**config.mk**
```make
export PLATFORM = sky130hd
export DESIGN_NAME = io_bank_shadow
export DESIGN_NICKNAME = d
export VERILOG_FILES = /design/src/rtl/io_bank_shadow.sv
export SDC_FILE = /design/constraint.sdc
export NUM_CORES = 1
export LEC_CHECK = 0
export ABC_AREA = 1
export BUFFER_PORTS_ARGS = -buffer_cell sky130_fd_sc_hd__buf_4
export CORE_AREA = 2 2 58 82
export CTS_BUF_LIST = sky130_fd_sc_hd__clkbuf_4 sky130_fd_sc_hd__clkbuf_8
export CTS_CLUSTER_SIZE = 10
export DETAILED_ROUTE_END_ITERATION = 7
export DIE_AREA = 0 0 60 84
export PLACE_DENSITY = 0.8
export SYNTH_ARGS = -nofsm -noshare
export SYNTH_HDL_FRONTEND = slang
export SYNTH_SLANG_ARGS = --single-unit
```
**constraint.sdc**
```tcl
create_clock -name prog_clk -period 1.65 [get_ports prog_clk]
set_input_delay 0.0825 -clock prog_clk [delete_from_list [all_inputs] [get_ports prog_clk]]
set_output_delay 0.0825 -clock prog_clk [all_outputs]
set_load 0.02 [all_outputs]
```
**src/rtl/io_bank_shadow.sv**
```systemverilog
// I/O pad bank configured through a serial chain with a shadow register.
// The chain loads the shadow; an accepted commit copies it to the pads.
module io_bank_shadow #(
    parameter int SIZE     = 5,
    parameter int CFG_BITS = 4
) (
    input  logic            prog_clk,
    input  logic            prog_rst,
    input  logic            prog_in,
    input  logic            prog_en,
    input  logic            prog_commit,
    output logic            prog_out,
    output logic            prog_done,
    output logic            commit_ack,
    output logic            cfg_err,
    input  logic [SIZE-1:0] fpga_out,
    input  logic [SIZE-1:0] fpga_oe,
    output logic [SIZE-1:0] fpga_in,
    input  logic [SIZE-1:0] pad_in,
    output logic [SIZE-1:0] pad_out,
    output logic [SIZE-1:0] pad_oe
);

    localparam int L  = SIZE * CFG_BITS;
    localparam int CW = $clog2(L + 1);
    localparam logic [CW-1:0] FULL = CW'(L);

    if (CFG_BITS != 4) begin : g_bad_cfg
        $error("io_bank_shadow: CFG_BITS must be 4");
    end

    logic [L-1:0]    shadow;
    logic [L-1:0]    active;
    logic [CW-1:0]   count;
    logic [SIZE-1:0] q;
    logic [SIZE-1:0] q_nxt;
    logic            commit_ok;
    logic            commit_bad;

    // A commit racing a shift would copy a frame that is about to move.
    assign commit_ok  = prog_commit & ~prog_en & (count == FULL);
    assign commit_bad = prog_commit & ~commit_ok;

    assign prog_out  = shadow[L-1];
    assign prog_done = (count == FULL);

    always_ff @(posedge prog_clk or posedge prog_rst) begin
        if (prog_rst) begin
            shadow     <= '0;
            active     <= '0;
            count      <= '0;
            cfg_err    <= 1'b0;
            commit_ack <= 1'b0;
            q          <= '0;
        end else begin
            commit_ack <= commit_ok;
            q          <= q_nxt;
            if (prog_en) begin
                shadow <= {shadow[L-2:0], prog_in};
                if (count != FULL) begin
                    count <= count + CW'(1);
                end
            end else if (commit_ok) begin
                active <= shadow;
                count  <= '0;
            end
            if (commit_bad) begin
                cfg_err <= 1'b1;
            end
        end
    end

    for (genvar i = 0; i < SIZE; i++) begin : g_pad
        logic [1:0] mode;
        logic       rg;
        logic       inv;
        logic       d;

        assign mode = active[i*CFG_BITS +: 2];
        assign rg   = active[i*CFG_BITS + 2];
        assign inv  = active[i*CFG_BITS + 3];
        assign d    = pad_in[i] ^ inv;

        assign pad_out[i] = fpga_out[i] ^ inv;
        assign pad_oe[i]  = (mode == 2'b10) |
                            ((mode == 2'b11) & fpga_oe[i]);
        // mode[0] set means the receiver is enabled (input or bidir).
        assign q_nxt[i]   = mode[0] & d;
        assign fpga_in[i] = mode[0] & (rg ? q[i] : d);
    end

endmodule

```
==> report_table.html, run 1 <==
<table>
<tr><th>Metric</th><th>Value</th></tr>
<tr><th colspan="2">Clock tree</th></tr>
<tr><td>TritonCTS clock tree</td><td>yes</td></tr>
<tr><td>Clock root buffer master</td><td>sky130_fd_sc_hd__clkbuf_8</td></tr>
<tr><td>Number of CTS-inserted buffers</td><td>5</td></tr>
<tr><td>Resize count post-CTS</td><td>0</td></tr>
<tr><td>CTS H-tree lvls</td><td>2</td></tr>
<tr><td>Clk sink count</td><td>52</td></tr>
<tr><td>Number of buffers between clock root and the deepest sink</td><td>2</td></tr>
<tr><td>Later-pin clock latency in the skew report</td><td>0.30 ns</td></tr>
<tr><td>CTS clock-pin slew for the worst setup and hold paths</td><td>0.09 ns</td></tr>
<tr><th colspan="2">Floorplanning</th></tr>
<tr><td>Height of the die</td><td>84 um</td></tr>
<tr><td>Die width</td><td>60 um</td></tr>
<tr><td>Num rows</td><td>29</td></tr>
<tr><td>Starting utilization of the core area</td><td>55.31%</td></tr>
<tr><td>Number of primary I/O pins</td><td>39</td></tr>
<tr><td>Die Footprint</td><td>5040 um2</td></tr>
<tr><td>Core ar.</td><td>4390 um2</td></tr>
<tr><th colspan="2">Worst setup path</th></tr>
<tr><td>Category of the most critical setup path</td><td>reg2out</td></tr>
<tr><td>Critical Path Fanout Max</td><td>5</td></tr>
<tr><td>Required time of the critical path</td><td>1.57 ns</td></tr>
<tr><td>Buffer and inverter count on the worst path</td><td>2</td></tr>
<tr><td>CP Cell Sequence</td><td>inv_1, ha_1, nand2_1, nor2_1, buf_4</td></tr>
<tr><td>Type of element capturing the critical path</td><td>output pin</td></tr>
<tr><td>CP arrival</td><td>1.44 ns</td></tr>
<tr><td>Slowest-stage cell, CP</td><td>sky130_fd_sc_hd__dfrtp_1</td></tr>
<tr><td>CP top delay family</td><td>flip-flops</td></tr>
<tr><td>Stage delay of the slowest cell on the critical path</td><td>0.43 ns</td></tr>
<tr><td>CP startpoint kind</td><td>flop</td></tr>
<tr><th colspan="2">STA</th></tr>
<tr><td>Setup skew after layout</td><td>0.004025 ns</td></tr>
<tr><td>Post-route minimum period</td><td>1.521 ns</td></tr>
<tr><td>Slack of the critical path</td><td>0.1291 ns</td></tr>
<tr><td>Final Cycle Share</td><td>92.18%</td></tr>
<tr><td>Final-layout setup total negative slack</td><td>0 ns</td></tr>
<tr><td>Unrepaired setup endpoints after global routing</td><td>no</td></tr>
<tr><td>Highest clock rate</td><td>657.5 MHz</td></tr>
<tr><td>Worst Max-Slew Pin Slew</td><td>0.3281 ns</td></tr>
<tr><td>Fin. max-slew vios</td><td>0</td></tr>
<tr><td>Worst rel slew slack</td><td>77.98%</td></tr>
<tr><td>Finish-stage setup viols</td><td>0</td></tr>
<tr><td>Final hold viol count</td><td>0</td></tr>
<tr><th colspan="2">Placement</th></tr>
<tr><td>Post-Place Worst Slack</td><td>0.2293 ns</td></tr>
<tr><td>Sum of net half-perimeters after detailed placement</td><td>2736 um</td></tr>
<tr><td>Placer Congestion</td><td>0.7622</td></tr>
<tr><td>Number of buffers added on ports</td><td>38</td></tr>
<tr><th colspan="2">Global route</th></tr>
<tr><td>Total global routing overflow</td><td>0</td></tr>
<tr><td>Vias in the first global route</td><td>1,700</td></tr>
<tr><td>Overall routing resource usage</td><td>18.05%</td></tr>
<tr><td>Initial antenna violation count</td><td>0</td></tr>
<tr><td>Maximum number of pins on one net before global-route repair</td><td>53</td></tr>
<tr><td>First-pass GRT wire length</td><td>7017 um</td></tr>
<tr><th colspan="2">Drt</th></tr>
<tr><td>Met1 wire length</td><td>1666 um</td></tr>
<tr><td>Initial DRC Count</td><td>75</td></tr>
<tr><td>Met2 wirelength from detailed routing</td><td>2068 um</td></tr>
<tr><td>Routed length per placed instance</td><td>10.68 um</td></tr>
<tr><td>Number of detailed-route iterations in the first pass</td><td>4</td></tr>
<tr><td>DR vias</td><td>1,761</td></tr>
<tr><td>Antenna viol nets, final</td><td>0</td></tr>
<tr><td>Metal3 WL</td><td>103 um</td></tr>
<tr><td>Number of DRC violations after detailed routing</td><td>0</td></tr>
<tr><td>Highest signal layer in the routed design</td><td>met4</td></tr>
<tr><td>Per-cell via count in the routed design</td><td>4.798</td></tr>
<tr><td>Final WL</td><td>3920 um</td></tr>
<tr><th colspan="2">Worst hold path</th></tr>
<tr><td>Worst hold path class</td><td>in2reg</td></tr>
<tr><th colspan="2">Pwr</th></tr>
<tr><td>P_sw</td><td>0.9676 mW</td></tr>
<tr><td>Pwr Density</td><td>1176 nW/um2</td></tr>
<tr><td>Largest voltage drop on the vdd net</td><td>759.7 uV</td></tr>
<tr><td>Proportion of power drawn by flip-flops and latches</td><td>46.6%</td></tr>
<tr><td>Logic pwr share</td><td>20.4%</td></tr>
<tr><td>Clock power frac</td><td>33.0%</td></tr>
<tr><td>Power, Total</td><td>3.482 mW</td></tr>
<tr><td>Switching power share of the total</td><td>27.79%</td></tr>
<tr><td>Leakage power</td><td>1.508 nW</td></tr>
<tr><td>Total internal power</td><td>2.514 mW</td></tr>
<tr><th colspan="2">Logic synthesis</th></tr>
<tr><td>Synthesized area per cell</td><td>9.269 um2</td></tr>
<tr><td>Syn_nets</td><td>284</td></tr>
<tr><td>Warning count from the yosys run</td><td>0</td></tr>
<tr><td>Post-synthesis cell type count</td><td>24</td></tr>
<tr><td>Number of synthesized register bits</td><td>52</td></tr>
<tr><td>Total standard cell area after synthesis</td><td>2429 um2</td></tr>
<tr><td>Portion of the post-synthesis area used by sequential elements</td><td>53.58%</td></tr>
<tr><td>Synthesized instance count</td><td>262</td></tr>
<tr><th colspan="2">Final layout</th></tr>
<tr><td>Area growth syn-to-layout</td><td>21.95%</td></tr>
<tr><td>Ant. Diodes</td><td>0</td></tr>
<tr><td>Share of final-layout standard cells stronger than drive strength 1</td><td>29.84%</td></tr>
<tr><td>Layout net count</td><td>326</td></tr>
<tr><td>Fill cell total of the finished layout</td><td>344</td></tr>
<tr><th colspan="2">Run</th></tr>
<tr><td>Max_cap viols</td><td>0</td></tr>
<tr><th colspan="2">Status</th></tr>
<tr><td>Run status</td><td>completed</td></tr>
</table>
==> metrics by stage <==
stage          instance area [um2]  cells  utilization, %  hold slack (ns)
6_report                      2962    367           67.46          0.04969
3_3_place_gp                  2773    356           63.15           0.1555
5_1_grt                       2962    367           67.46          0.05555
4_1_cts                       2962    367           67.46          0.04110
2_1_floorplan                 2429    262               -           0.1993
3_5_place_dp                  2773    356           63.15           0.1598
==> cell usage after synthesis (all sizes together) <==
cell	number	area, um2
a21o	1	7.510
buf	8	66.31
clkbuf	2	7.510
dfrtp	52	1301
ha	2	25.02
inv	45	168.9
nand2	67	289.0
nand3	7	47.55
nand4	2	12.51
nor2	19	88.84
o21a	5	37.54
o21ai	41	280.3
xnor2	5	43.79
xor2	6	52.55
==> kinds of logic after synthesis <==
family | synth area share, %
XOR/XNOR | 3.967
adder cells (fa/ha/maj) | 1.030
flip-flops | 53.58
AND/OR/NAND/NOR | 18.03
buffers and inverters | 9.995
AO/OA/AOI/OAI | 13.40
==> routing by layer <==
| metal | GRT usage (%) | vias up |
|---|---|---|
| met4 | 6.667 | 0 |
| met1 | 21.33 | 844 |
| met5 | 0 | - |
| li1 | - | 883 |
| met2 | 31.13 | 26 |
| met3 | 3.721 | 8 |
==> power groups by stage <==
| stage | sequential, mW | clock [mW] | combinational, mW |
|---|---|---|---|
| after floorplan | 1.59 | 0 | 0.549 |
| after global placement | 1.63 | 0 | 0.683 |
| after detailed placement | 1.64 | 0 | 0.710 |
| after CTS | 1.62 | 1.18 | 0.722 |
| after global routing | 1.65 | 1.22 | 0.819 |
| final | 1.62 | 1.15 | 0.710 |
==> final timing paths <==
kind                                 start         end  slack [ns]  cells past startpoint
max in group asynchronous         prog_rst  active[11]        1.04                      4
worst max register to register    count[0]    count[2]        0.19                      8
worst min register to register  shadow[18]  shadow[19]        0.48                      2
worst max-delay path              count[0]   prog_done        0.13                      5
worst min-delay path             pad_in[4]        q[4]        0.05                      3
min in group asynchronous         prog_rst     cfg_err        0.39                      4
==> cell type report <==
type                       count  area, um2  share of cell area, %
clock inverter                 3      90.09                  3.042
multi-input combinational    155      884.6                  29.87
inverter                      45      168.9                  5.703
timing repair buffer          45      370.4                  12.51
tap                           62      77.57                  2.619
clock buffer                   5      68.82                  2.324
sequential                    52       1301                  43.94
==> layout by cell type (no fill, tap or decap), drive strengths merged <==
master and count:
o21ai 41, inv 45, nand2 67, a21o 1
xnor2 5, nand3 7, o21a 5, dlygate4sd3 3
ha 2, buf 42, nor2 19, dfrtp 52
xor2 6, nand4 2, clkbuf 5, bufinv 3
==> sequential cells by signal, summed over array words and instances, names as in the netlist <==
register	flops
active	20
cfg_err	1
count	5
q	5
shadow	20
commit_ack	1
==> worst reg2reg max path: cells and delay by family (launching register included) <==
family	cells	cell delay, ns
flip-flops	1	0.41
adder cells (fa/ha/maj)	1	0.20
AND/OR/NAND/NOR	4	0.39
buffers and inverters	3	0.41
==> repair_timing <==
item                      in CTS  in global routing
hold endpoints to repair      54                  0
buffers inserted               0                  0
hold buffers                   3                  0
No activity file was read; power rests on OpenSTA's default activity.
==> run 2, diff against run 1 <==
==> constraint.sdc (replaced) <==
create_clock -name prog_clk -period 1.7 [get_ports prog_clk]
set_input_delay 0.085 -clock prog_clk [delete_from_list [all_inputs] [get_ports prog_clk]]
set_output_delay 0.085 -clock prog_clk [all_outputs]
set_load 0.02 [all_outputs]
==> report_table.html, run 2 (same netlist as run 1, synthesis figures left out) <==
<table>
<tr><th>Metric</th><th>Value</th></tr>
<tr><th colspan="2">Worst setup path</th></tr>
<tr><td>Stage delay of the slowest cell on the critical path</td><td>0.43 ns (about the same)</td></tr>
<tr><td>CP startpoint kind</td><td>flop</td></tr>
<tr><td>Type of element capturing the critical path</td><td>flop</td></tr>
<tr><td>Critical Path Fanout Max</td><td>20 (+15)</td></tr>
<tr><td>Required time of the critical path</td><td>1.89 ns (+0.32 ns)</td></tr>
<tr><td>CP arrival</td><td>1.75 ns (+0.31 ns)</td></tr>
<tr><td>Buffer and inverter count on the worst path</td><td>3 (+1)</td></tr>
<tr><td>CP top delay family</td><td>buffers and inverters</td></tr>
<tr><td>CP Cell Sequence</td><td>inv_1, ha_1, nand2_1, inv_1, nand3_4, buf_12, nand2_1, o21ai_2</td></tr>
<tr><td>Slowest-stage cell, CP</td><td>sky130_fd_sc_hd__dfrtp_1</td></tr>
<tr><td>Category of the most critical setup path</td><td>reg2reg</td></tr>
<tr><th colspan="2">Clock tree</th></tr>
<tr><td>Number of CTS-inserted buffers</td><td>5 (unchanged)</td></tr>
<tr><td>TritonCTS clock tree</td><td>yes</td></tr>
<tr><td>Later-pin clock latency in the skew report</td><td>0.29 ns (about the same)</td></tr>
<tr><td>CTS clock-pin slew for the worst setup and hold paths</td><td>0.09 ns (about the same)</td></tr>
<tr><td>CTS H-tree lvls</td><td>2 (unchanged)</td></tr>
<tr><td>Number of buffers between clock root and the deepest sink</td><td>2 (unchanged)</td></tr>
<tr><td>Clk sink count</td><td>52 (unchanged)</td></tr>
<tr><td>Resize count post-CTS</td><td>0 (unchanged)</td></tr>
<tr><td>Clock root buffer master</td><td>sky130_fd_sc_hd__clkbuf_8</td></tr>
<tr><th colspan="2">Final layout</th></tr>
<tr><td>Layout Cells excl Fill</td><td>367 (unchanged)</td></tr>
<tr><td>Leading cell types in the layout, fill and taps excluded</td><td>52 x sky130_fd_sc_hd__nand2_1, 52 x sky130_fd_sc_hd__dfrtp_1, 43 x sky130_fd_sc_hd__inv_1</td></tr>
<tr><td>Top flop regs</td><td>active (20), shadow (20)</td></tr>
<tr><td>Fill cell total of the finished layout</td><td>352 (+2.3%)</td></tr>
<tr><td>Area growth syn-to-layout</td><td>18.80%</td></tr>
<tr><td>Layout net count</td><td>326 (unchanged)</td></tr>
<tr><td>Ant. Diodes</td><td>0 (unchanged)</td></tr>
<tr><td>Share of final-layout standard cells stronger than drive strength 1</td><td>30.16% (+0.33 points)</td></tr>
<tr><th colspan="2">Drt</th></tr>
<tr><td>Number of detailed-route iterations in the first pass</td><td>4 (unchanged)</td></tr>
<tr><td>Routed length per placed instance</td><td>10.86 um (+1.6%)</td></tr>
<tr><td>Initial DRC Count</td><td>48 (-36%)</td></tr>
<tr><td>Number of DRC violations after detailed routing</td><td>0 (unchanged)</td></tr>
<tr><td>Antenna viol nets, final</td><td>0 (unchanged)</td></tr>
<tr><td>DR vias</td><td>1,734 (-1.5%)</td></tr>
<tr><td>Per-cell via count in the routed design</td><td>4.725 (-1.5%)</td></tr>
<tr><td>Final WL</td><td>3984 um (+1.6%)</td></tr>
<tr><th colspan="2">STA</th></tr>
<tr><td>Final hold viol count</td><td>0 (unchanged)</td></tr>
<tr><td>Unrepaired setup endpoints after global routing</td><td>no</td></tr>
<tr><td>Fin. max-slew vios</td><td>0 (unchanged)</td></tr>
<tr><td>Final-layout setup total negative slack</td><td>0 ns (unchanged)</td></tr>
<tr><td>Final Cycle Share</td><td>91.98%</td></tr>
<tr><td>Setup skew after layout</td><td>0.005735 ns (+0.001710 ns)</td></tr>
<tr><td>Worst rel slew slack</td><td>75.37% (-2.6 points)</td></tr>
<tr><td>Post-route minimum period</td><td>1.564 ns</td></tr>
<tr><td>Worst Max-Slew Pin Slew</td><td>0.3695 ns (+0.04145 ns)</td></tr>
<tr><td>Finish-stage setup viols</td><td>0 (unchanged)</td></tr>
<tr><td>Worst Hold Slack</td><td>0.003738 ns (-0.04596 ns)</td></tr>
<tr><td>Highest clock rate</td><td>639.5 MHz</td></tr>
<tr><th colspan="2">Worst hold path</th></tr>
<tr><td>Worst hold path class</td><td>in2reg</td></tr>
<tr><th colspan="2">Placement</th></tr>
<tr><td>Sum of net half-perimeters after detailed placement</td><td>2912 um (+6.4%)</td></tr>
<tr><td>Placer Congestion</td><td>0.8560 (+12%)</td></tr>
<tr><td>Number of buffers added on ports</td><td>38 (unchanged)</td></tr>
<tr><td>Number of cells in the design after placement</td><td>357 (+0.28%)</td></tr>
<tr><th colspan="2">Pwr</th></tr>
<tr><td>Largest voltage drop on the vdd net</td><td>785.8 uV (+3.4%)</td></tr>
<tr><td>Power, Total</td><td>2.989 mW (-14%)</td></tr>
<tr><td>Leakage power</td><td>1.477 nW (-2.0%)</td></tr>
<tr><td>Pwr Density</td><td>1036 nW/um2 (-12%)</td></tr>
<tr><th colspan="2">Global route</th></tr>
<tr><td>Vias in the first global route</td><td>1,727 (+1.6%)</td></tr>
<tr><td>Initial antenna violation count</td><td>0 (unchanged)</td></tr>
<tr><td>Maximum number of pins on one net before global-route repair</td><td>44 (-17%)</td></tr>
<tr><td>Total global routing overflow</td><td>0 (unchanged)</td></tr>
<tr><td>First-pass GRT wire length</td><td>7107 um (+1.3%)</td></tr>
<tr><td>Overall routing resource usage</td><td>18.42% (+0.37 points)</td></tr>
<tr><th colspan="2">Floorplanning</th></tr>
<tr><td>Die Footprint</td><td>5040 um2 (unchanged)</td></tr>
<tr><td>Starting utilization of the core area</td><td>55.31% (unchanged)</td></tr>
<tr><td>Die width</td><td>60 um (unchanged)</td></tr>
<tr><td>Number of primary I/O pins</td><td>39 (unchanged)</td></tr>
<tr><td>Num rows</td><td>29 (unchanged)</td></tr>
<tr><td>Core ar.</td><td>4390 um2 (unchanged)</td></tr>
<tr><td>Height of the die</td><td>84 um (unchanged)</td></tr>
<tr><th colspan="2">Status</th></tr>
<tr><td>Run status</td><td>completed</td></tr>
<tr><th colspan="2">Run</th></tr>
<tr><td>Max_cap viols</td><td>0 (unchanged)</td></tr>
</table>
==> run 2: changes by cell type in the layout (fill, tap and decap cells not counted), sizes merged <==
cell	delta
bufinv	-3
clkbuf	+3
buf	+1
dlygate4sd3	-1
==> run 2: routing by layer <==
metal | track usage, % | wire [um]
met2 | 31.32 | 2092
met5 | 0 | 0
met1 | 21.41 | 1647
met4 | 8.889 | 105
met3 | 3.411 | 138
==> run 2: where the power goes <==
group / internal, mW / total (mW) / switching [mW]
clock: 0.365 / 0.734 / 0.369
combinational: 0.289 / 0.684 / 0.395
sequential: 1.41 / 1.57 / 0.160
total: 2.07 / 2.99 / 0.924
==> run 2: layout make-up <==
class | count | area [um2] | area share (%)
sequential | 52 | 1301 | 45.10
multi-input combinational | 155 | 884.6 | 30.66
timing repair buffer | 45 | 355.3 | 12.32
inverter | 45 | 168.9 | 5.854
clock buffer | 8 | 97.59 | 3.382
tap | 62 | 77.57 | 2.689
==> run 2: what timing repair did <==
item                                   in CTS  in global routing
setup buffers                               0                  0
endpoints found under the hold margin      53                  0
hold buffers                                2                  0
==> run 2: final timing paths <==
path,slack (ns),cells after the start,end,start
setup / recovery,0.14,8,active[15],count[0]
hold / removal,0.004,2,cfg_err,prog_commit
setup reg to reg,0.14,8,active[15],count[0]
hold reg to reg,0.48,1,cfg_err,cfg_err
max in group asynchronous,1.02,4,active[8],prog_rst
min in group asynchronous,0.39,4,cfg_err,prog_rst
==> run 2: worst reg2reg max path, cell delays in order (launching register included) <==
cell                      delay [ns]
sky130_fd_sc_hd__dfrtp_1        0.43
sky130_fd_sc_hd__inv_1          0.10
sky130_fd_sc_hd__ha_1           0.17
sky130_fd_sc_hd__nand2_1        0.08
sky130_fd_sc_hd__inv_1          0.10
sky130_fd_sc_hd__nand3_4        0.21
sky130_fd_sc_hd__buf_12         0.24
sky130_fd_sc_hd__nand2_1        0.08
sky130_fd_sc_hd__o21ai_2        0.05
==> run 2: through the flow <==
step / cell area, um2 / util (%) / setup slack, ns
3_5_place_dp: 2768 / 63.04 / 0.1575
6_report: 2885 / 65.72 / 0.1363
2_1_floorplan: 2429 / - / 0.3343
4_1_cts: 2885 / 65.72 / 0.1428
5_1_grt: 2885 / 65.72 / 0.02878
3_3_place_gp: 2768 / 63.04 / 0.2397
==> run 3, diff against run 2 <==
==> config.mk (replaced) <==
export PLATFORM = sky130hd
export DESIGN_NAME = io_bank_shadow
export DESIGN_NICKNAME = d
export VERILOG_FILES = /design/src/rtl/io_bank_shadow.sv
export SDC_FILE = /design/constraint.sdc
export NUM_CORES = 1
export LEC_CHECK = 0
export ABC_AREA = 1
export BUFFER_PORTS_ARGS = -buffer_cell sky130_fd_sc_hd__buf_4
export CORE_AREA = 2 2 59 83
export CTS_CLUSTER_SIZE = 10
export DETAILED_ROUTE_END_ITERATION = 7
export DIE_AREA = 0 0 61 85
export PLACE_DENSITY = 0.77
export SYNTH_ARGS = -nofsm -noshare
export SYNTH_HDL_FRONTEND = slang
export SYNTH_SLANG_ARGS = --single-unit
==> report_table.html, run 3 (same netlist as run 1, synthesis figures left out) <==
<table>
<tr><th>Metric</th><th>Value</th></tr>
<tr><th colspan="2">Global route</th></tr>
<tr><td>Initial antenna violation count</td><td>0 (unchanged)</td></tr>
<tr><td>First-pass GRT wire length</td><td>6589 um (-7.3%)</td></tr>
<tr><td>Maximum number of pins on one net before global-route repair</td><td>44 (unchanged)</td></tr>
<tr><td>Vias in the first global route</td><td>1,633 (-5.4%)</td></tr>
<tr><td>Total global routing overflow</td><td>0 (unchanged)</td></tr>
<tr><td>Overall routing resource usage</td><td>16.69% (-1.7 points)</td></tr>
<tr><th colspan="2">Final layout</th></tr>
<tr><td>Fill cell total of the finished layout</td><td>409 (+16%)</td></tr>
<tr><td>Share of final-layout standard cells stronger than drive strength 1</td><td>29.18% (-0.98 points)</td></tr>
<tr><td>Ant. Diodes</td><td>0 (unchanged)</td></tr>
<tr><td>Layout net count</td><td>326 (unchanged)</td></tr>
<tr><td>Multi-input logic area</td><td>884.6 um2 (unchanged)</td></tr>
<tr><td>Register area</td><td>1301 um2 (unchanged)</td></tr>
<tr><td>Finished Core Util</td><td>64.82% (-0.90 points)</td></tr>
<tr><td>Top flop regs</td><td>active (20), shadow (20)</td></tr>
<tr><td>Area growth syn-to-layout</td><td>19.11%</td></tr>
<tr><td>Leading cell types in the layout, fill and taps excluded</td><td>52 x sky130_fd_sc_hd__nand2_1, 52 x sky130_fd_sc_hd__dfrtp_1, 43 x sky130_fd_sc_hd__inv_1</td></tr>
<tr><th colspan="2">Drt</th></tr>
<tr><td>Initial DRC Count</td><td>54 (+13%)</td></tr>
<tr><td>Number of detailed-route iterations in the first pass</td><td>4 (unchanged)</td></tr>
<tr><td>Antenna viol nets, final</td><td>0 (unchanged)</td></tr>
<tr><td>Routed length per placed instance</td><td>10.08 um (-7.1%)</td></tr>
<tr><td>Number of DRC violations after detailed routing</td><td>0 (unchanged)</td></tr>
<tr><td>Per-cell via count in the routed design</td><td>4.687 (-0.81%)</td></tr>
<tr><td>DR vias</td><td>1,720 (-0.81%)</td></tr>
<tr><td>Final WL</td><td>3701 um (-7.1%)</td></tr>
<tr><th colspan="2">Worst setup path</th></tr>
<tr><td>Category of the most critical setup path</td><td>reg2out</td></tr>
<tr><td>Type of element capturing the critical path</td><td>output pin</td></tr>
<tr><td>Critical Path Fanout Max</td><td>5 (-75%)</td></tr>
<tr><td>CP startpoint kind</td><td>flop</td></tr>
<tr><td>Required time of the critical path</td><td>1.62 ns (-0.27 ns)</td></tr>
<tr><td>CP arrival</td><td>1.41 ns (-0.34 ns)</td></tr>
<tr><th colspan="2">Clock tree</th></tr>
<tr><td>Later-pin clock latency in the skew report</td><td>0.29 ns (about the same)</td></tr>
<tr><td>CTS H-tree lvls</td><td>2 (unchanged)</td></tr>
<tr><td>Clk sink count</td><td>52 (unchanged)</td></tr>
<tr><td>Number of CTS-inserted buffers</td><td>5 (unchanged)</td></tr>
<tr><td>Clock root buffer master</td><td>sky130_fd_sc_hd__clkbuf_8</td></tr>
<tr><td>CTS clock-pin slew for the worst setup and hold paths</td><td>0.08 ns (about the same)</td></tr>
<tr><td>Post-CTS Repair Setup Buffers</td><td>0 (unchanged)</td></tr>
<tr><td>Number of buffers between clock root and the deepest sink</td><td>2 (unchanged)</td></tr>
<tr><td>TritonCTS clock tree</td><td>yes</td></tr>
<tr><th colspan="2">STA</th></tr>
<tr><td>Worst rel slew slack</td><td>68.41% (-7.0 points)</td></tr>
<tr><td>Unrepaired setup endpoints after global routing</td><td>no</td></tr>
<tr><td>Post-route minimum period</td><td>1.493 ns (-0.07045 ns)</td></tr>
<tr><td>Final Cycle Share</td><td>87.84% (-4.1 points)</td></tr>
<tr><td>Finish-stage setup viols</td><td>0 (unchanged)</td></tr>
<tr><td>Final hold viol count</td><td>0 (unchanged)</td></tr>
<tr><td>Fin. max-slew vios</td><td>0 (unchanged)</td></tr>
<tr><td>Setup skew after layout</td><td>0.002956 ns (-0.002779 ns)</td></tr>
<tr><td>Worst Max-Slew Pin Slew</td><td>0.4732 ns (+0.1037 ns)</td></tr>
<tr><td>Highest clock rate</td><td>669.7 MHz (+4.7%)</td></tr>
<tr><td>Final-layout setup total negative slack</td><td>0 ns (unchanged)</td></tr>
<tr><th colspan="2">Floorplanning</th></tr>
<tr><td>Starting utilization of the core area</td><td>54.42% (-0.90 points)</td></tr>
<tr><td>Core ar.</td><td>4463 um2 (+1.7%)</td></tr>
<tr><td>Num rows</td><td>29 (unchanged)</td></tr>
<tr><td>Die width</td><td>61 um (+1.7%)</td></tr>
<tr><td>Number of primary I/O pins</td><td>39 (unchanged)</td></tr>
<tr><td>Height of the die</td><td>85 um (+1.2%)</td></tr>
<tr><td>Die Footprint</td><td>5185 um2 (+2.9%)</td></tr>
<tr><th colspan="2">Pwr</th></tr>
<tr><td>Leakage power</td><td>1.477 nW (about the same)</td></tr>
<tr><td>Pwr Density</td><td>1018 nW/um2 (-1.8%)</td></tr>
<tr><td>Largest voltage drop on the vdd net</td><td>594.6 uV (-24%)</td></tr>
<tr><th colspan="2">Placement</th></tr>
<tr><td>Placer Congestion</td><td>0.7848 (-8.3%)</td></tr>
<tr><td>Sum of net half-perimeters after detailed placement</td><td>2643 um (-9.2%)</td></tr>
<tr><td>Number of buffers added on ports</td><td>38 (unchanged)</td></tr>
<tr><th colspan="2">Worst hold path</th></tr>
<tr><td>Worst hold path class</td><td>in2reg</td></tr>
<tr><th colspan="2">Status</th></tr>
<tr><td>Run status</td><td>completed</td></tr>
<tr><th colspan="2">Run</th></tr>
<tr><td>Max_cap viols</td><td>0 (unchanged)</td></tr>
</table>
run 3: changes by cell type in the layout (fill, tap and decap cells not counted):
cell,previous run,this run
sky130_fd_sc_hd__dlygate4sd3_1,2,3
sky130_fd_sc_hd__clkbuf_4,2,0
sky130_fd_sc_hd__buf_12,1,2
sky130_fd_sc_hd__buf_4,42,40
sky130_fd_sc_hd__clkbuf_1,0,2
run 3: final cells by class:
cell class	instances	share of cell area [%]
Clock buffer	8	3.114
Inverter	45	5.839
Multi-Input combinational cell	155	30.58
Sequential cell	52	44.98
Tap cell	62	2.682
Timing Repair Buffer	45	12.80
run 3: final timing paths:
check / startpoint / end / slack (ns) / cells past startpoint
setup / recovery: count[0] / prog_done / 0.21 / 5
max in group asynchronous: prog_rst / shadow[4] / 0.76 / 4
hold reg to reg: cfg_err / cfg_err / 0.48 / 1
setup reg to reg: count[0] / cfg_err / 0.32 / 7
hold / removal: pad_in[3] / q[3] / 0.05 / 3
min in group asynchronous: prog_rst / shadow[11] / 0.37 / 3
run 3: repair_timing:
action | 4_1_cts | 5_1_grt
hold buffers | 3 | 0
gates resized for setup | 0 | 0
endpoints found under the hold margin | 24 | 0
run 3: power by group:
part	total, mW	internal [mW]	leakage, nW	switching [mW]
registers	1.57	1.41	0.695	0.156
logic	0.679	0.291	0.737	0.389
clock network	0.696	0.332	0.0455	0.364
run 3: worst max-delay path, cell delays in order (launching register included):
cell and delay, ns:
sky130_fd_sc_hd__dfrtp_1 0.42, sky130_fd_sc_hd__inv_1 0.10, sky130_fd_sc_hd__ha_1 0.15, sky130_fd_sc_hd__nand2_1 0.08, sky130_fd_sc_hd__nor2_1 0.19, sky130_fd_sc_hd__buf_4 0.18
run 3: metrics by stage:
stage	hold WS [ns]	total power, mW	setup slack [ns]	std cells	instance area [um2]
floorplan	0.2018	2.079	0.3343	262	2429
global placement	0.1445	2.244	0.3828	356	2773
detailed placement	0.1437	2.275	0.3314	356	2773
CTS	0.05008	2.982	0.1899	367	2893
global route	0.07131	3.141	0.1097	367	2893
finish	0.05074	2.944	0.2068	367	2893
run 3: layer usage:
layer  vias to the layer above  part of all wire [%]  global-route usage, %
li1                        881                     -                      -
met1                       806                    46                  20.80
met2                        29                    49                  27.66
met3                         4                   3.2                  4.116
met4                         0                   1.6                  5.929
met5                         -                     0                      0
